## src/rtl/zx_bus_dma.sv

```systemverilog
// Z80 bus-master DMA: BUSREQ/BUSACK handshake, then STROBE_CYC+3 cycles per access (SETUP, STROBE, HOLD, NEXT).
// Holds the bus in NEXT while the write FIFO is empty or the read FIFO is full; FIFO ports use valid/ready.

// Show-ahead FIFO, head visible while not empty; a push is accepted when full only alongside a pop.
module zx_bus_dma_fifo #(
  parameter int W     = 8,
  parameter int DEPTH = 16
) (
  input  logic         clk,
  input  logic         rst,
  input  logic         push,
  input  logic [W-1:0] push_dat,
  input  logic         pop,
  output logic [W-1:0] head,
  output logic         full,
  output logic         empty
);
  localparam int AW = $clog2(DEPTH);
  localparam logic [AW:0] FULL_OCC = DEPTH[AW:0];

  logic [W-1:0]  mem [DEPTH];
  logic [AW-1:0] wr_ptr;
  logic [AW-1:0] rd_ptr;
  logic [AW:0]   occ;
  logic          pop_ok;
  logic          push_ok;

  assign full    = (occ == FULL_OCC);
  assign empty   = (occ == '0);
  assign head    = mem[rd_ptr];
  assign pop_ok  = pop && !empty;
  assign push_ok = push && (!full || pop_ok);

  always_ff @(posedge clk) begin
    if (push_ok) mem[wr_ptr] <= push_dat;
  end

  always_ff @(posedge clk or posedge rst) begin
    if (rst) begin
      wr_ptr <= '0;
      rd_ptr <= '0;
      occ    <= '0;
    end else begin
      if (push_ok) wr_ptr <= wr_ptr + 1'b1;
      if (pop_ok)  rd_ptr <= rd_ptr + 1'b1;
      occ <= occ + {{AW{1'b0}}, push_ok} - {{AW{1'b0}}, pop_ok};
    end
  end
endmodule

module zx_bus_dma #(
  parameter int ADDR_W      = 16,
  parameter int DATA_W      = 8,
  parameter int LEN_W       = 16,
  parameter int FIFO_DEPTH  = 16,
  parameter int STROBE_CYC  = 3,
  parameter int ACK_TIMEOUT = 1024
) (
  input  logic              clk_clk,
  input  logic              reset_reset,
  input  logic              cmd_start,
  input  logic [1:0]        cmd_mode,
  input  logic              cmd_io,
  input  logic [ADDR_W-1:0] cmd_addr,
  input  logic [LEN_W-1:0]  cmd_len,
  input  logic [DATA_W-1:0] cmd_fill,
  input  logic              cmd_abort,
  output logic              busy,
  output logic              done,
  output logic              error,
  output logic [LEN_W-1:0]  count,
  input  logic [DATA_W-1:0] wf_data,
  input  logic              wf_valid,
  output logic              wf_ready,
  output logic [DATA_W-1:0] rf_data,
  output logic              rf_valid,
  input  logic              rf_ready,
  output logic              bus_req_n,
  input  logic              bus_ack_n,
  output logic [ADDR_W-1:0] address,
  output logic [DATA_W-1:0] data_out,
  output logic              data_oe,
  input  logic [DATA_W-1:0] data_in,
  output logic [3:0]        ctrl_bus
);
  localparam logic [1:0] M_WR   = 2'b00;
  localparam logic [1:0] M_RD   = 2'b01;
  localparam logic [1:0] M_FILL = 2'b10;

  localparam int SW = (STROBE_CYC > 1) ? $clog2(STROBE_CYC) : 1;
  localparam int TW = (ACK_TIMEOUT > 1) ? $clog2(ACK_TIMEOUT) : 1;
  localparam logic [SW-1:0] STB_LAST = SW'(STROBE_CYC - 1);
  localparam logic [TW-1:0] TMO_LAST = TW'((ACK_TIMEOUT == 0) ? 0 : ACK_TIMEOUT - 1);

  typedef enum logic [2:0] {
    S_IDLE, S_REQ, S_SETUP, S_STROBE, S_HOLD, S_NEXT, S_RELEASE, S_DONE
  } state_t;

  state_t            state;
  logic [1:0]        mode_q;
  logic              io_q;
  logic [LEN_W-1:0]  len_q;
  logic [DATA_W-1:0] fill_q;
  logic [ADDR_W-1:0] cur_addr;
  logic              abort_seen;
  logic [TW-1:0]     tmo;
  logic [SW-1:0]     stb_cnt;
  logic [DATA_W-1:0] rd_hold;
  logic              ack_s1;
  logic              ack_s2;

  logic [DATA_W-1:0] wf_head;
  logic              wf_full, wf_empty, rf_full, rf_empty;
  logic              wf_pop, rf_push;
  logic              can_go, abort_hit, finish, launch;

  assign wf_ready  = !wf_full;
  assign rf_valid  = !rf_empty;
  assign can_go    = (mode_q == M_WR) ? !wf_empty :
                     (mode_q == M_RD) ? !rf_full  : 1'b1;
  assign abort_hit = cmd_abort || abort_seen;
  assign finish    = (count == len_q) || abort_hit;
  // An access may only begin when its data (write) or its landing slot (read) is guaranteed.
  assign launch    = ((state == S_REQ)  && !abort_hit && !ack_s2 && can_go) ||
                     ((state == S_NEXT) && !finish && can_go);
  assign wf_pop    = launch && (mode_q == M_WR);
  assign rf_push   = (state == S_HOLD) && (mode_q == M_RD);

  zx_bus_dma_fifo #(.W(DATA_W), .DEPTH(FIFO_DEPTH)) u_wf (
    .clk(clk_clk), .rst(reset_reset),
    .push(wf_valid && !wf_full), .push_dat(wf_data),
    .pop(wf_pop), .head(wf_head), .full(wf_full), .empty(wf_empty)
  );

  zx_bus_dma_fifo #(.W(DATA_W), .DEPTH(FIFO_DEPTH)) u_rf (
    .clk(clk_clk), .rst(reset_reset),
    .push(rf_push), .push_dat(rd_hold),
    .pop(rf_ready && !rf_empty), .head(rf_data), .full(rf_full), .empty(rf_empty)
  );

  always_ff @(posedge clk_clk or posedge reset_reset) begin
    if (reset_reset) begin
      state      <= S_IDLE;
      mode_q     <= M_WR;
      io_q       <= 1'b0;
      len_q      <= '0;
      fill_q     <= '0;
      cur_addr   <= '0;
      abort_seen <= 1'b0;
      tmo        <= '0;
      stb_cnt    <= '0;
      rd_hold    <= '0;
      ack_s1     <= 1'b1;
      ack_s2     <= 1'b1;
      busy       <= 1'b0;
      done       <= 1'b0;
      error      <= 1'b0;
      count      <= '0;
      bus_req_n  <= 1'b1;
      address    <= '0;
      data_out   <= '0;
      data_oe    <= 1'b0;
      ctrl_bus   <= 4'b1111;
    end else begin
      ack_s1 <= bus_ack_n;
      ack_s2 <= ack_s1;
      done   <= 1'b0;
      if (busy && cmd_abort) abort_seen <= 1'b1;

      case (state)
        S_IDLE, S_DONE: begin
          state <= S_IDLE;
          if (cmd_start) begin
            mode_q     <= cmd_mode;
            io_q       <= cmd_io;
            len_q      <= cmd_len;
            fill_q     <= cmd_fill;
            cur_addr   <= cmd_addr;
            count      <= '0;
            error      <= 1'b0;
            abort_seen <= 1'b0;
            if (cmd_mode == 2'b11) begin
              error <= 1'b1;
              done  <= 1'b1;
              state <= S_DONE;
            end else if (cmd_len == '0) begin
              done  <= 1'b1;
              state <= S_DONE;
            end else begin
              busy      <= 1'b1;
              bus_req_n <= 1'b0;
              tmo       <= '0;
              state     <= S_REQ;
            end
          end
        end
        S_REQ: begin
          if (abort_hit) begin
            bus_req_n <= 1'b1;
            state     <= S_RELEASE;
          end else if (!ack_s2) begin
            state <= launch ? S_SETUP : S_NEXT;
          end else if ((ACK_TIMEOUT != 0) && (tmo == TMO_LAST)) begin
            error     <= 1'b1;
            bus_req_n <= 1'b1;
            state     <= S_RELEASE;
          end else begin
            tmo <= tmo + 1'b1;
          end
        end
        S_SETUP: begin
          ctrl_bus <= {io_q, !io_q, mode_q != M_RD, mode_q == M_RD};
          stb_cnt  <= '0;
          state    <= S_STROBE;
        end
        S_STROBE: begin
          if (stb_cnt == STB_LAST) begin
            ctrl_bus <= 4'b1111;
            rd_hold  <= data_in;
            state    <= S_HOLD;
          end else begin
            stb_cnt <= stb_cnt + 1'b1;
          end
        end
        S_HOLD: begin
          data_oe  <= 1'b0;
          count    <= count + 1'b1;
          cur_addr <= cur_addr + 1'b1;
          state    <= S_NEXT;
        end
        S_NEXT: begin
          if (finish) begin
            bus_req_n <= 1'b1;
            state     <= S_RELEASE;
          end else if (launch) begin
            state <= S_SETUP;
          end
        end
        S_RELEASE: begin
          if (ack_s2) begin
            done  <= 1'b1;
            busy  <= 1'b0;
            state <= S_DONE;
          end
        end
        default: state <= S_IDLE;
      endcase

      if (launch) begin
        address <= cur_addr;
        if (mode_q == M_WR) begin
          data_out <= wf_head;
          data_oe  <= 1'b1;
        end else if (mode_q == M_FILL) begin
          data_out <= fill_q;
          data_oe  <= 1'b1;
        end
      end
    end
  end
endmodule

```

## config.mk

```make
export PLATFORM = sky130hd
export DESIGN_NAME = zx_bus_dma
export DESIGN_NICKNAME = d
export VERILOG_FILES = /design/src/rtl/zx_bus_dma.sv
export SDC_FILE = /design/constraint.sdc
export NUM_CORES = 1
export LEC_CHECK = 0
export ABC_AREA = 1
export BUFFER_PORTS_ARGS = -buffer_cell sky130_fd_sc_hd__buf_2
export CORE_UTILIZATION = 56
export CTS_BUF_LIST = sky130_fd_sc_hd__clkbuf_8
export DETAILED_ROUTE_END_ITERATION = 12
export PLACE_DENSITY = 0.86
export SLEW_MARGIN = 20
export SYNTH_ARGS = -nofsm -noshare
export SYNTH_HDL_FRONTEND = slang
export SYNTH_SLANG_ARGS = --single-unit
```

## constraint.sdc

```tcl
create_clock -name clk_clk -period 3.8 [get_ports clk_clk]
set_clock_uncertainty 0.1 [all_clocks]
set_input_delay 0.19 -clock clk_clk [delete_from_list [all_inputs] [get_ports clk_clk]]
set_output_delay 0.19 -clock clk_clk [all_outputs]
set_load 0.1 [all_outputs]
```

==> metrics, run 1 <==
status=finished clean; asr flop ratio synth=36.0%; M1 WL=15,800 um; post-synth net total=1,678; highest routed metal layer=met4; Critical Path Fanout Max=22; EDFF count, synth=256; CP required=3.51 ns; register area share after synthesis=65.1%; layout cells sized above 1=~14%; final core occ=66.4%; most frequent cells in the layout=256 x nand2_1, 256 x edfxtp_1, 175 x inv_1; final slew viol count=0; vias per cell=roughly 5.8; Total Power=between 15 and 20 mW; clock root buffer master=clkbuf_8; 1st-iter DRT viols=1,414; ys flop type=edfxtp_1; Total Routed Length=42,000 um; Ports=roughly 130; placed cell areas=~18,000 um^2; PD cells=slightly above 800 nW/um^2; fmax=a little over 300 MHz; vias in the first global route=13,000; H-tree depth reported by CTS=2; cell area after layout=slightly above 20,000 um^2; GR Util All Layers=26.7%; Pre-Repair DR Iteration Count=7; min cycle time layout=3.30 ns; Worst Setup Path Type=reg -> out; CTS Buffer Depth=3; Layout area overhead=17.0%; Routed Antenna Nets=0; PnR worst setup slack=approximately 0.50 ns; drt wl/cell=between 15 and 20 um; die height=178 um; CTS tree=yes; # port buffers=124; core box area=a little over 30,000 um^2; Die W=roughly 180 um; WHS=0.0192 ns; max-cap violations=0; Vias=13,100; Post-Layout Cell Count=2,243; TritonCTS Buffers=a little over 60; Starting Density=56.8%; Final nets=between 1,500 and 2,000; clock slew at reported path FFs=0.06 ns; Syn Area/Cell=11.0 um^2; Syn. warnings=0; pre-CTS setup slack=roughly 0.85 ns; worst slew pin tran=roughly 1.0 ns; GP Congestion=0.886; cells after synthesis=1,585; Inst Count DP=between 2,000 and 2,500; Static Leak=8.32 nW; Max-slew headroom=33.5%; Startpoint Class=flop; mapped cell area=between 15,000 and 20,000 um^2; # clock sinks=400; die area=31,700 um^2; RSZ-0062 raised after global routing=no; num rows=64; remaining global-route overflow=0; Synth Register Bits=400; DRC violations left=0; Final Hold Violating Endpoints=0; Peak VDD IR=0.00147 V; clock latency on the worst-skew pair=0.62 ns; first-pass GRT wire length=65,900 um; Setup Total Neg Slack=0 ns; initial antenna violation count=1; largest net degree at the start of global routing=around 150; post-DP HPWL=~26,000 um; routed wl met2=around 21,000 um; Worst Path Arrival=3.01 ns; wire length on met3=3800 um; Final setup viols=0; period utilization=86.8%; CP Capture Type=output port; synth unique cells=46; post-CTS sizing=0; Worst Hold Class=in -> reg
-- cell usage after synthesis (all sizes together), types with 2 or more instances --
| cell type | number | area share [%] |
|---|---|---|
| nand2 | 258 | 5.6 |
| mux2 | 8 | 0.52 |
| ha | 25 | 1.8 |
| xnor2 | 5 | 0.25 |
| o211ai | 51 | 2.2 |
| nor3 | 9 | 0.26 |
| clkinv | 5 | 0.11 |
| clkbuf | 51 | 1.1 |
| buf | 16 | 0.53 |
| inv | 154 | 3.3 |
| edfxtp | 256 | 44 |
| nand3b | 2 | 0.086 |
| nand3 | 51 | 1.5 |
| nor2 | 176 | 4.0 |
| o21ai | 177 | 5.1 |
| xor2 | 21 | 1.1 |
| a22oi | 2 | 0.086 |
| a21oi | 60 | 1.7 |
| o31ai | 9 | 0.39 |
| o311ai | 5 | 0.25 |
| o22ai | 10 | 0.36 |
| a221oi | 2 | 0.10 |
| dfstp | 7 | 1.1 |
| fa | 2 | 0.23 |
| a31oi | 7 | 0.25 |
| dfrtp | 137 | 20 |
| mux2i | 32 | 1.8 |
| o221ai | 29 | 1.5 |
| nand4 | 13 | 0.47 |
-- where the power goes --
| part | leakage [nW] | switching (mW) | total (mW) | internal, mW |
|---|---|---|---|---|
| Sequential | 4.09 | 0.963 | 6.62 | 5.65 |
| Combinational | 3.50 | 4.90 | 6.61 | 1.71 |
| Clock | 0.727 | 1.67 | 3.48 | 1.81 |
| Total | 8.32 | 7.54 | 16.7 | 9.17 |
-- path summary, 6_finish.rpt --
kind	slack [ns]	startpoint	endpoint	depth (start not counted)
max	0.50	u_rf.rd_ptr[2]	rf_data[7]	5
min	0.02	cmd_start	len_q[8]	4
max reg2reg	0.80	state[0]	u_wf.occ[4]	15
min reg2reg	0.25	ack_s1	ack_s2	0
max in group asynchronous	2.71	reset_reset	u_rf.rd_ptr[0]	4
min in group asynchronous	0.20	reset_reset	rd_hold[7]	4
-- per-layer routing --
layer	vias up	track usage, %
met5	-	0
met2	762	45.2
li1	5960	-
met4	0	11.6
met3	162	5.46
met1	6226	33.2
-- critical path: stages (launching register included) --
cell and delay (ns):
dfrtp_1 0.84, inv_1 0.49, o211ai_1 0.32, nand3_1 0.22, nand2_1 0.09, buf_2 0.42
-- state kept, by name, summed over array words and instances, names as in the netlist, 5 cells and up --
signal,count
u_rf.mem,128
u_wf.mem,128
address,16
count,16
cur_addr,16
len_q,16
tmo,10
data_out,8
fill_q,8
rd_hold,8
u_rf.occ,5
u_wf.occ,5
-- final cells by class --
type	count	area, um^2
flip-flops and latches	400	11300
fillers	2113	10300
multi-input cells	959	5200
repair buffers	215	1500
clock buffers	72	991
inverters	159	601
well taps	396	495
clock inverters	41	226
diodes	1	2.50
-- what timing repair did --
item	in CTS	in global routing
hold endpoints to repair	328	0
buffers inserted	0	0
hold buffers	74	0
setup endpoints to repair	0	0
-- kinds of logic (layout without fill, tap and decap cells) --
| group | Yosys count | in the layout | share of synthesized area (%) |
|---|---|---|---|
| AO/OA/AOI/OAI | 355 | 355 | 12.1 |
| XOR/XNOR | 26 | 26 | 1.31 |
| adder cells (fa/ha/maj) | 27 | 27 | 2.03 |
| buffers and inverters | 226 | 487 | 5.07 |
| flip-flops | 400 | 400 | 65.1 |
| multiplexers | 40 | 40 | 2.36 |
| other | 0 | 1 | 0 |
| AND/OR/NAND/NOR | 511 | 511 | 12.0 |
Power figures use the tool's default switching activity.
==> inputs of run 2 (changes only) <==
PLACE_DENSITY = 0.76   (was 0.86)
==> run 2 against run 1 <==
Final area down 0.32%. Total power down 0.87%. Critical path depth unchanged. Register-to-register slack worse by 0.15 ns. Wire length down 3.7%. Global-route usage down 0.61 points. Largest power group unchanged.
==> metrics, run 2 (synthesized netlist as in run 1, its figures left out) <==
PD cells=approximately 800 nW/um^2; GP Congestion=0.885; Critical Path Fanout Max=22; min cycle time layout=3.19 ns; Starting Density=56.8%; status=finished clean; largest net degree at the start of global routing=66; final slew viol count=0; Static Leak=8.31 nW; post-DP HPWL=25,300 um; PnR worst setup slack=0.606 ns; RSZ-0062 raised after global routing=no; vias per cell=5.65; Worst Setup Path Type=reg -> out; cell area after layout=20,300 um^2; most frequent cells in the layout=256 x nand2_1, 256 x edfxtp_1, 177 x inv_1; GR Util All Layers=26.1%; initial antenna violation count=0; die height=178 um; setup bufs post-CTS=0; clock slew at reported path FFs=roughly 0.070 ns; max-cap violations=0; CP Capture Type=output port; antenna cells=0; core box area=between 30,000 and 40,000 um^2; Worst Path Arrival=2.90 ns; M1 WL=16,900 um; remaining global-route overflow=0; Startpoint Class=flop; Final nets=1,884; clock latency on the worst-skew pair=about 0.59 ns; pre-CTS setup slack=between 0.7 and 0.8 ns; placed cell areas=18,400 um^2; num rows=64; # port buffers=124; highest routed metal layer=met4; 1st-iter DRT viols=1,120; Setup Total Neg Slack=0 ns; layout cells sized above 1=14.0%; Ports=125; routed wl met2=19,900 um; post-CTS sizing=0; wire length on met3=2470 um; CTS Hold Bufs=64; Vias=12,700; TritonCTS Buffers=66; DRC violations left=0; Layout area overhead=16.6%; Total Routed Length=a little over 40,000 um; Peak VDD IR=0.000820 V; clock root buffer master=clkbuf_8; first-pass GRT wire length=63,900 um; final core occ=66.2%; CTS tree=yes; Die W=178 um; # clock sinks=400; Pre-Repair DR Iteration Count=5; Final setup viols=0; period utilization=84.1%; Worst Hold Class=in -> reg; Max-slew headroom=34.4%; worst slew pin tran=0.980 ns; Largest regs=u_rf.mem x128, u_wf.mem x128; Final Hold Violating Endpoints=0; vias in the first global route=12,500; drt wl/cell=18.1 um; CTS Buffer Depth=3; H-tree depth reported by CTS=3; CP required=3.51 ns; Routed Antenna Nets=0; fmax=between 300 and 400 MHz; die area=31,700 um^2
## run 2: cell count changes in the layout (fill, tap and decap cells not counted), moves of 2 or more
cell,previous run,this run
dlygate4sd3_1,74,64
clkinv_1,8,12
inv_12,2,0
clkinv_8,0,2
inv_1,175,177
## run 2: power breakdown
group / internal (mW) / switching, mW
Sequential: 5.66 / 0.878
Combinational: 1.66 / 4.86
Clock: 1.79 / 1.72
## run 2: cell type report
class,instances,area [um^2]
clock inverter,48,238
multi-input combinational,959,5200
sequential,400,11300
tap,396,495
clock buffer,73,1000
inverter,159,601
fill,2285,10300
timing repair buffer,205,1410
## run 2: critical path: stages, from the launching register on
cell      delay [ns]
dfrtp_1         0.82
inv_1           0.46
o211ai_1        0.28
o211ai_1        0.19
nand2_1         0.12
buf_2           0.43
## run 2: worst paths after layout
kind                                start             end  slack [ns]  depth (start not counted)
setup reg to reg                 state[0]     u_wf.occ[4]        0.65                         15
hold / removal                  cmd_start       fill_q[1]        0.07                          5
min in group asynchronous     reset_reset  u_rf.rd_ptr[1]        0.17                          3
setup / recovery           u_rf.rd_ptr[2]      rf_data[3]        0.61                          5
hold reg to reg                    ack_s1          ack_s2        0.28                          0
max in group asynchronous     reset_reset     cur_addr[6]        2.52                          4
## run 2: routing by layer
| metal | global-route usage [%] | vias to the layer above |
|---|---|---|
| li1 | - | 5950 |
| met1 | 33.7 | 6120 |
| met2 | 43.6 | 498 |
| met3 | 4.50 | 82 |
| met4 | 10.9 | 0 |
| met5 | 0 | - |
## run 2: metrics by stage
step,std cells,hold WS (ns),total power [mW]
floorplan,1585,0.0945,11.4
global placement,2055,0.196,12.8
detailed placement,2055,0.196,13.0
CTS,2240,0.0298,16.5
global route,2240,0.0716,17.5
finish,2240,0.0654,16.6
==> inputs of run 3 (changes only) <==
clock period = 2.73 ns   (was 3.8 ns; I/O delays follow)
==> run 3 against run 2 <==
Global-route usage increased by 1.1 points. Sequential share of layout area down 1.9 points. Critical path depth rose by 1. Flip-flop and latch count stayed put. Combinational power grew 56%. Total power rose by 48%. Hold slack improved by 0.0096 ns. Register-to-register slack worse by 0.55 ns. Clock power increased by 50%. Sequential power rose by 37%. Critical path type unchanged. Largest power group is now combinational logic.
==> metrics, run 3 (synthesized netlist as in run 1, its figures left out) <==
Routed Antenna Nets=0; num rows=64; min cycle time layout=about 2.7 ns; RSZ-0062 raised after global routing=yes; Worst Path Arrival=2.42 ns; Int Pwr=13.8 mW; worst slew pin tran=0.822 ns; Pre-Repair DR Iteration Count=5; cell area after layout=21,000 um^2; Peak VDD IR=approximately 0.0010 V; post-DP HPWL=26,300 um; remaining global-route overflow=0; final core occ=roughly 69%; Layout area overhead=20.8%; CP required=around 2.5 ns; # clock sinks=400; # port buffers=124; commonest non-fill, non-tap cell in the layout=edfxtp_1; GR Util All Layers=27.1%; clock slew at reported path FFs=0.07 ns; layout cells sized above 1=between 20% and 30%; Max-slew headroom=45.0%; CTS Buffer Depth=3; die area=around 32,000 um^2; CP peak stage delay=0.49 ns; Startpoint Class=flop; Setup Total Neg Slack=0 ns; Starting Density=56.8%; DRC violations left=0; Ports=roughly 130; PD cells=1160 nW/um^2; Slowest cell on crit path=dfrtp_4; switching power total=10.7 mW; Clock power frac=roughly 22%; clock latency on the worst-skew pair=0.62 ns; largest net degree at the start of global routing=73; period utilization=97.3%; sequential share of power=36.5%; GP Congestion=0.877; PnR worst setup slack=about 0.072 ns; Critical Path Fanout Max=a little under 50; Static Leak=8.51 nW; combinational share of power=41.9%; critical path cell sequence=buf_12, mux2i_1, o21ai_0, o211ai_1, nand2_1, buf_12; CP Capture Type=output port; Total Routed Length=about 42,000 um; fmax=about 380 MHz; TritonCTS Buffers=61; core box area=around 31,000 um^2; Vias=12,800; Largest regs=u_rf.mem x128, u_wf.mem x128; Final Hold Violating Endpoints=0; Total Power=24.4 mW; final slew viol count=0; initial antenna violation count=0; clock root buffer master=clkbuf_8; status=finished clean; sw frac=43.7%; Post-Layout Cell Count=2,267; die height=178 um; Die W=178 um; H-tree depth reported by CTS=2; Inst Count DP=2,081; Final nets=1,912; placed cell areas=roughly 19,000 um^2; 1st-iter DRT viols=1,142; Final setup viols=0; Fillers=2,205; pre-CTS setup slack=-0.0372 ns; antenna cells=0; Reg2Reg Setup Slack=0.10 ns; first-pass GRT wire length=66,600 um; Worst Setup Path Type=reg -> out; vias per cell=between 5 and 6; CTS tree=yes; Worst Hold Class=in -> reg; vias in the first global route=about 13,000; drt wl/cell=18.5 um; CP most frequent cell=buf_12; most frequent cells in the layout=256 x edfxtp_1, 243 x nand2_1, 169 x o21ai_0; max-cap violations=0; WHS=0.0751 ns
run 3: worst paths after layout:
| path | startpoint | to | cells past startpoint |
|---|---|---|---|
| min in group asynchronous | reset_reset | rd_hold[4] | 3 |
| worst min register to register | ack_s1 | ack_s2 | 0 |
| worst max-delay path | u_rf.rd_ptr[0] | rf_data[2] | 6 |
| worst max register to register | u_rf.occ[2] | u_wf.occ[4] | 14 |
| worst min-delay path | cmd_start | error | 6 |
| max in group asynchronous | reset_reset | count[3] | 4 |
run 3: layout make-up:
class                      count  area [um^2]  share of cell area (%)
multi-input combinational    959         5400                    25.7
sequential                   400        11300                    54.0
clock buffer                  76         1050                    4.98
tap                          396          495                    2.36
clock inverter                39          284                    1.35
timing repair buffer         238         1830                    8.70
inverter                     159          611                    2.91
run 3: repair_timing:
| item | in CTS | in global routing |
|---|---|---|
| pin swaps | 0 | 5 |
| hold buffers | 65 | 0 |
| hold endpoints to repair | 228 | 0 |
| setup buffers | 3 | 3 |
| endpoints found under the setup margin | 8 | 8 |
| resized for setup | 5 | 14 |
run 3: layer usage:
layer / track usage (%) / up-vias / part of all wire [%]
met5: 0 / - / 0
met3: 4.31 / 108 / 6.3
met1: 35.3 / 6157 / 41
met4: 12.4 / 0 / 3.6
met2: 44.9 / 542 / 49
li1: - / 6000 / -
run 3: worst max-delay path, delay by kind of cell, from the launching register on:
kind	cells	cell delay [ns]
AOI/OAI and AO/OA	2	0.47
muxes	1	0.21
DFF	1	0.49
and+or+nand+nor	1	0.16
buffers and inverters	2	0.46
run 3: power by group through the flow:
| stage | logic [mW] | registers (mW) | clock network, mW |
|---|---|---|---|
| after global routing | 11.1 | 9.05 | 5.60 |
| after CTS | 10.1 | 8.91 | 5.34 |
| final | 10.2 | 8.92 | 5.28 |
| after detailed placement | 9.87 | 9.05 | 0 |
| after global placement | 9.65 | 8.98 | 0 |
| after floorplan | 5.70 | 10.3 | 0 |
